[config.mk]
export PLATFORM = sky130hd
export DESIGN_NAME = mem_arbiter
export DESIGN_NICKNAME = d
export VERILOG_FILES = /design/src/rtl/mem_arbiter_pkg.sv /design/src/rtl/mem_arbiter_rr_pick2.sv /design/src/rtl/mem_arbiter.sv
export SDC_FILE = /design/constraint.sdc
export NUM_CORES = 1
export LEC_CHECK = 0
export BUFFER_PORTS_ARGS = -buffer_cell sky130_fd_sc_hd__buf_2
export CORE_MARGIN = 4
export CORE_UTILIZATION = 31
export DETAILED_ROUTE_END_ITERATION = 8
export HOLD_SLACK_MARGIN = 0.06
export MAX_ROUTING_LAYER = met4
export PLACE_DENSITY_LB_ADDON = 0.12
export SLEW_MARGIN = 20
export SYNTH_ARGS = -nofsm -noshare
export SYNTH_HDL_FRONTEND = slang
export SYNTH_SLANG_ARGS = --single-unit
export TNS_END_PERCENT = 100
[constraint.sdc]
create_clock -name clk -period 5.2 [get_ports clk]
set_input_delay 1.04 -clock clk [delete_from_list [all_inputs] [get_ports clk]]
set_output_delay 1.04 -clock clk [all_outputs]
set_load 0.02 [all_outputs]
[src/rtl/mem_arbiter_pkg.sv]
// Shared types for the two-port memory arbiter:
// FSM state encoding, port ids and counter width.
package mem_arbiter_pkg;

  typedef enum logic [1:0] {
    ST_IDLE   = 2'd0,
    ST_ADDR   = 2'd1,
    ST_ACCESS = 2'd2,
    ST_ACK    = 2'd3
  } state_t;

  localparam logic PORT_C = 1'b0;
  localparam logic PORT_D = 1'b1;

  localparam int CNT_W = 4;

endpackage

[src/rtl/mem_arbiter_rr_pick2.sv]
// Two-way round-robin selector.
// Ports: i_req {d,c} request pair, i_last last owner, o_win winner.
module rr_pick2
  import mem_arbiter_pkg::*;
(
  input  logic [1:0] i_req,
  input  logic       i_last,
  output logic       o_win
);

  always_comb begin
    o_win = i_last;
    case (i_req)
      2'b01:   o_win = PORT_C;
      2'b10:   o_win = PORT_D;
      // tie: whoever did not own the memory last
      2'b11:   o_win = ~i_last;
      default: o_win = i_last;
    endcase
  end

endmodule

[src/rtl/mem_arbiter.sv]
// Arbitrates one strobe-driven sync memory between the
// controller (c) and loader (d) ports with round-robin req/ack.
// Ports: c_*/d_* requester sides, mem_* memory side,
// rdata last read data, busy (not idle), gnt current/last owner.
module mem_arbiter
  import mem_arbiter_pkg::*;
#(
  parameter int AW            = 16,
  parameter int DW            = 16,
  parameter int ACCESS_CYCLES = 1
) (
  input  logic          clk,
  input  logic          rst,
  input  logic          c_req,
  input  logic          c_we,
  input  logic [AW-1:0] c_addr,
  input  logic [DW-1:0] c_wdata,
  output logic          c_ack,
  input  logic          d_req,
  input  logic          d_we,
  input  logic [AW-1:0] d_addr,
  input  logic [DW-1:0] d_wdata,
  output logic          d_ack,
  output logic [DW-1:0] rdata,
  output logic          mem_addr_en,
  output logic          mem_in_en,
  output logic          mem_out_en,
  output logic [AW-1:0] mem_addr,
  output logic [DW-1:0] mem_wdata,
  input  logic [DW-1:0] mem_rdata,
  output logic          busy,
  output logic          gnt
);

  generate
    if (ACCESS_CYCLES < 1 || ACCESS_CYCLES > 15) begin : g_bad_cycles
      $error("mem_arbiter: ACCESS_CYCLES must be 1..15");
    end
  endgenerate

  localparam logic [CNT_W-1:0] CNT_INIT =
    CNT_W'(ACCESS_CYCLES - 1);

  state_t            r_state;
  state_t            w_next;
  logic [CNT_W-1:0]  r_cnt;
  logic              r_we;
  logic              r_gnt;
  logic [AW-1:0]     r_addr;
  logic [DW-1:0]     r_wdata;
  logic [DW-1:0]     r_rdata;
  logic              w_win;
  logic              w_any;
  logic              w_last;

  assign w_any  = c_req | d_req;
  assign w_last = (r_cnt == '0);

  rr_pick2 u_pick (
    .i_req  ({d_req, c_req}),
    .i_last (r_gnt),
    .o_win  (w_win)
  );

  always_ff @(posedge clk or posedge rst) begin
    if (rst) r_state <= ST_IDLE;
    else     r_state <= w_next;
  end

  always_comb begin
    w_next = r_state;
    case (r_state)
      ST_IDLE:   if (w_any) w_next = ST_ADDR;
      ST_ADDR:   w_next = ST_ACCESS;
      ST_ACCESS: if (w_last) w_next = ST_ACK;
      ST_ACK:    w_next = ST_IDLE;
      default:   w_next = ST_IDLE;
    endcase
  end

  always_ff @(posedge clk or posedge rst) begin
    if (rst) begin
      r_cnt   <= '0;
      r_we    <= 1'b0;
      r_gnt   <= PORT_D;
      r_addr  <= '0;
      r_wdata <= '0;
      r_rdata <= '0;
    end else begin
      case (r_state)
        ST_IDLE: begin
          if (w_any) begin
            r_gnt   <= w_win;
            r_we    <= w_win ? d_we    : c_we;
            r_addr  <= w_win ? d_addr  : c_addr;
            r_wdata <= w_win ? d_wdata : c_wdata;
          end
        end
        ST_ADDR: r_cnt <= CNT_INIT;
        ST_ACCESS: begin
          if (w_last) begin
            if (!r_we) r_rdata <= mem_rdata;
          end else begin
            r_cnt <= r_cnt - 1'b1;
          end
        end
        default: ;
      endcase
    end
  end

  assign mem_addr_en = (r_state == ST_ADDR);
  assign mem_in_en   = (r_state == ST_ACCESS) &  r_we;
  assign mem_out_en  = (r_state == ST_ACCESS) & ~r_we;
  assign mem_addr    = r_addr;
  assign mem_wdata   = r_wdata;
  assign rdata       = r_rdata;
  assign busy        = (r_state != ST_IDLE);
  assign gnt         = r_gnt;
  assign c_ack = (r_state == ST_ACK) & (r_gnt == PORT_C);
  assign d_ack = (r_state == ST_ACK) & (r_gnt == PORT_D);

endmodule

==> impl_results.md <==
- Clk_skew: about 0.011 ns
- Die width: between 100 and 150 um
- Seq cells post-synth: 56
- Outcome: completed
- Post-synth top flop: dfrtp_1
- Post-DP HPWL: 5150 um
- CP required: approximately 4.2 ns
- Final TNS setup: 0 ns
- Post-route ant nets: 0
- Initial antenna violation count: 0
- Worst hold slack: roughly 0.51 ns
- Share of layout cells above drive strength 1: 44.0%
- Clk slew on worst S/H paths: 0.09 ns
- Post-CTS setup buffers: 0
- Buffers on Ports: 140
- Kind of end point of the critical path: output port
- Tcrit/Tclk final: 51.3%
- First-iteration detailed-routing DRC count: 84
- Final Max Tran Viols: 0
- Via density per instance: 4.89
- Total CTS buffers: 5
- Synth unique cells: 31
- Max-capacitance violation count: 0
- Crit path arrival time: about 1.6 ns
- Placed insts: 499
- Initial Utilization: 32.4%
- First-pass GRT wire length: 11900 um
- Worst slew margin: 51.0%
- # DRC: 0
- Fin util: 42.7%
- Most frequent cells in the layout: buf_2 (140), dfrtp_1 (55), o21ai_0 (37)
- Max rail drop VDD: 0.202 mV
- RSZ-0062 raised after global routing: no
- Final setup fails: 0
- Synthesized net count: 365
- WL/cell: 14.9 um
- Worst slew pin tran: 0.734 ns
- Pleak: 1.75 nW
- Mapped Cells: 273
- Post-synth EDFFs: 0
- First-pass DRT Iterations: 4
- H-tree lvl count: 2
- R2R depth: 5
- Largest net degree at the start of global routing: slightly below 70
- Synth area leader: dfrtp_1
- Post-CTS Resized: 0
- Syn avg cell area: 9.94 um^2
- Height of the die: 102 um
- Vias in the first global route: 2424
- Top cell type's share of synthesized area: 50.7%
- Clk sinks: 56
- Core area: 0.00838 mm^2
- Hold depth: 1
- Area contributors post-synth: dfrtp_1 (51%), a31oi_1 (7.6%), o21ai_0 (6.8%)
- Crit Path Class: register to output port
- Post-route cell area: 0.00358 mm^2
- Via count: 2477
- CTS root buf: clkbuf_8
- Startpoint types: register
- Die ar.: 0.0103 mm^2
- Post-Synthesis Cell Area: 0.00271 mm^2
- Yosys warns: 0
- Hold-fix buffers, CTS: 0
- N_diodes: 0
- Total wire length: 7550 um
- Layout Cells excl Fill: 507
- I/O Pins: 141
- Crit path max fanout: 10
- Area grow syn2layout: 31.8%
- CTS tree: built
- Fmax: 0.375 GHz
- PwrDens: 613 mW/mm^2
- GR Overflow Total: 0
- FP Rows: 33
- Crit path time final: 2.67 ns
- Sequential area share after synthesis: between 50% and 60%
- Fin. Hold Viols: 0
- All-layer global routing usage: 14.9%
- Placed cell area: 0.00346 mm^2
- Placer Congestion: 0.712
- CTS max path bufs: 2
- Fraction of registers with async set/reset: 100%
- Min-delay worst type: register to register
- Fill cell count: 866
- Nets: ~490
- Most common cell after layout, fill and taps aside: buf_2
- Skew-Pair Late Insertion Delay: 0.31 ns
[path summary, 6_finish.rpt]
| check | startpoint | end | slack (ns) |
|---|---|---|---|
| min | rdata[12] | rdata[12] | 0.51 |
| max reg2reg | r_state[0] | rdata[13] | 3.40 |
| min reg2reg | rdata[12] | rdata[12] | 0.51 |
| max | r_state[0] | mem_out_en | 2.53 |
| min in group asynchronous | rst | rdata[1] | 0.91 |
| max in group asynchronous | rst | mem_addr[14] | 3.81 |
[Yosys cell counts, types with 2 or more instances]
library cell  instances
mux2_4               10
buf_2                 4
dfrtp_1              55
mux2_2                7
o21ai_0              37
a31oi_1              33
mux2i_1               2
ha_1                  6
and2b_1               2
nand2_1               6
and2_1                3
inv_1                 7
nand3_1              34
clkbuf_1             16
nor2_1               35
[through the flow]
step / total power, mW / setup slack [ns]
2_1_floorplan: 1.58 / 2.79
3_3_place_gp: 1.92 / 2.70
3_5_place_dp: 1.93 / 2.64
4_1_cts: 2.23 / 2.51
5_1_grt: 2.36 / 2.41
6_report: 2.19 / 2.53
[cell families after synthesis]
logic type | Yosys count | share of synthesized area [%]
AOI/OAI and AO/OA | 74 | 15.6
adders and majority gates | 6 | 2.77
buffers and inverters | 30 | 5.21
DFF | 56 | 51.7
muxes | 19 | 9.17
and+or+nand+nor | 88 | 15.6
[final cells by class]
cell class                 instances  area [um^2]  share of cell area [%]
inverter                           7         26.3                   0.735
sequential                        56         1400                    39.2
clock buffer                       5         68.8                    1.92
timing repair buffer             144          731                    20.4
tap                              105          131                    3.67
clock inverter                     3         42.5                    1.19
multi-input combinational        187         1170                    32.8
[flip-flops by register name (all words and copies together), names as in the netlist]
signal	cells
r_cnt	4
mem_wdata	16
rdata	16
gnt	1
r_we	1
r_state	2
mem_addr	16
[routing by layer]
metal / part of all wire (%) / vias to the layer above / GRT usage, % / routed length, um
li1: - / 1219 / - / -
met1: 45 / 1154 / 19.5 / 3400
met2: 45 / 98 / 23.5 / 3430
met3: 8.7 / 6 / 3.72 / 659
met4: 0.83 / 0 / 3.07 / 63
met5: 0 / - / - / 0
[where the power goes]
group | switching [mW] | internal [mW]
clock | 0.147 | 0.143
sequential | 0.110 | 0.648
combinational | 0.704 | 0.441
[critical path: stages, from the launching register on]
cell and delay (ns):
dfrtp_1 0.43, inv_1 0.12, ha_1 0.35, and2b_1 0.24, buf_2 0.19
Power figures use the tool's default switching activity.
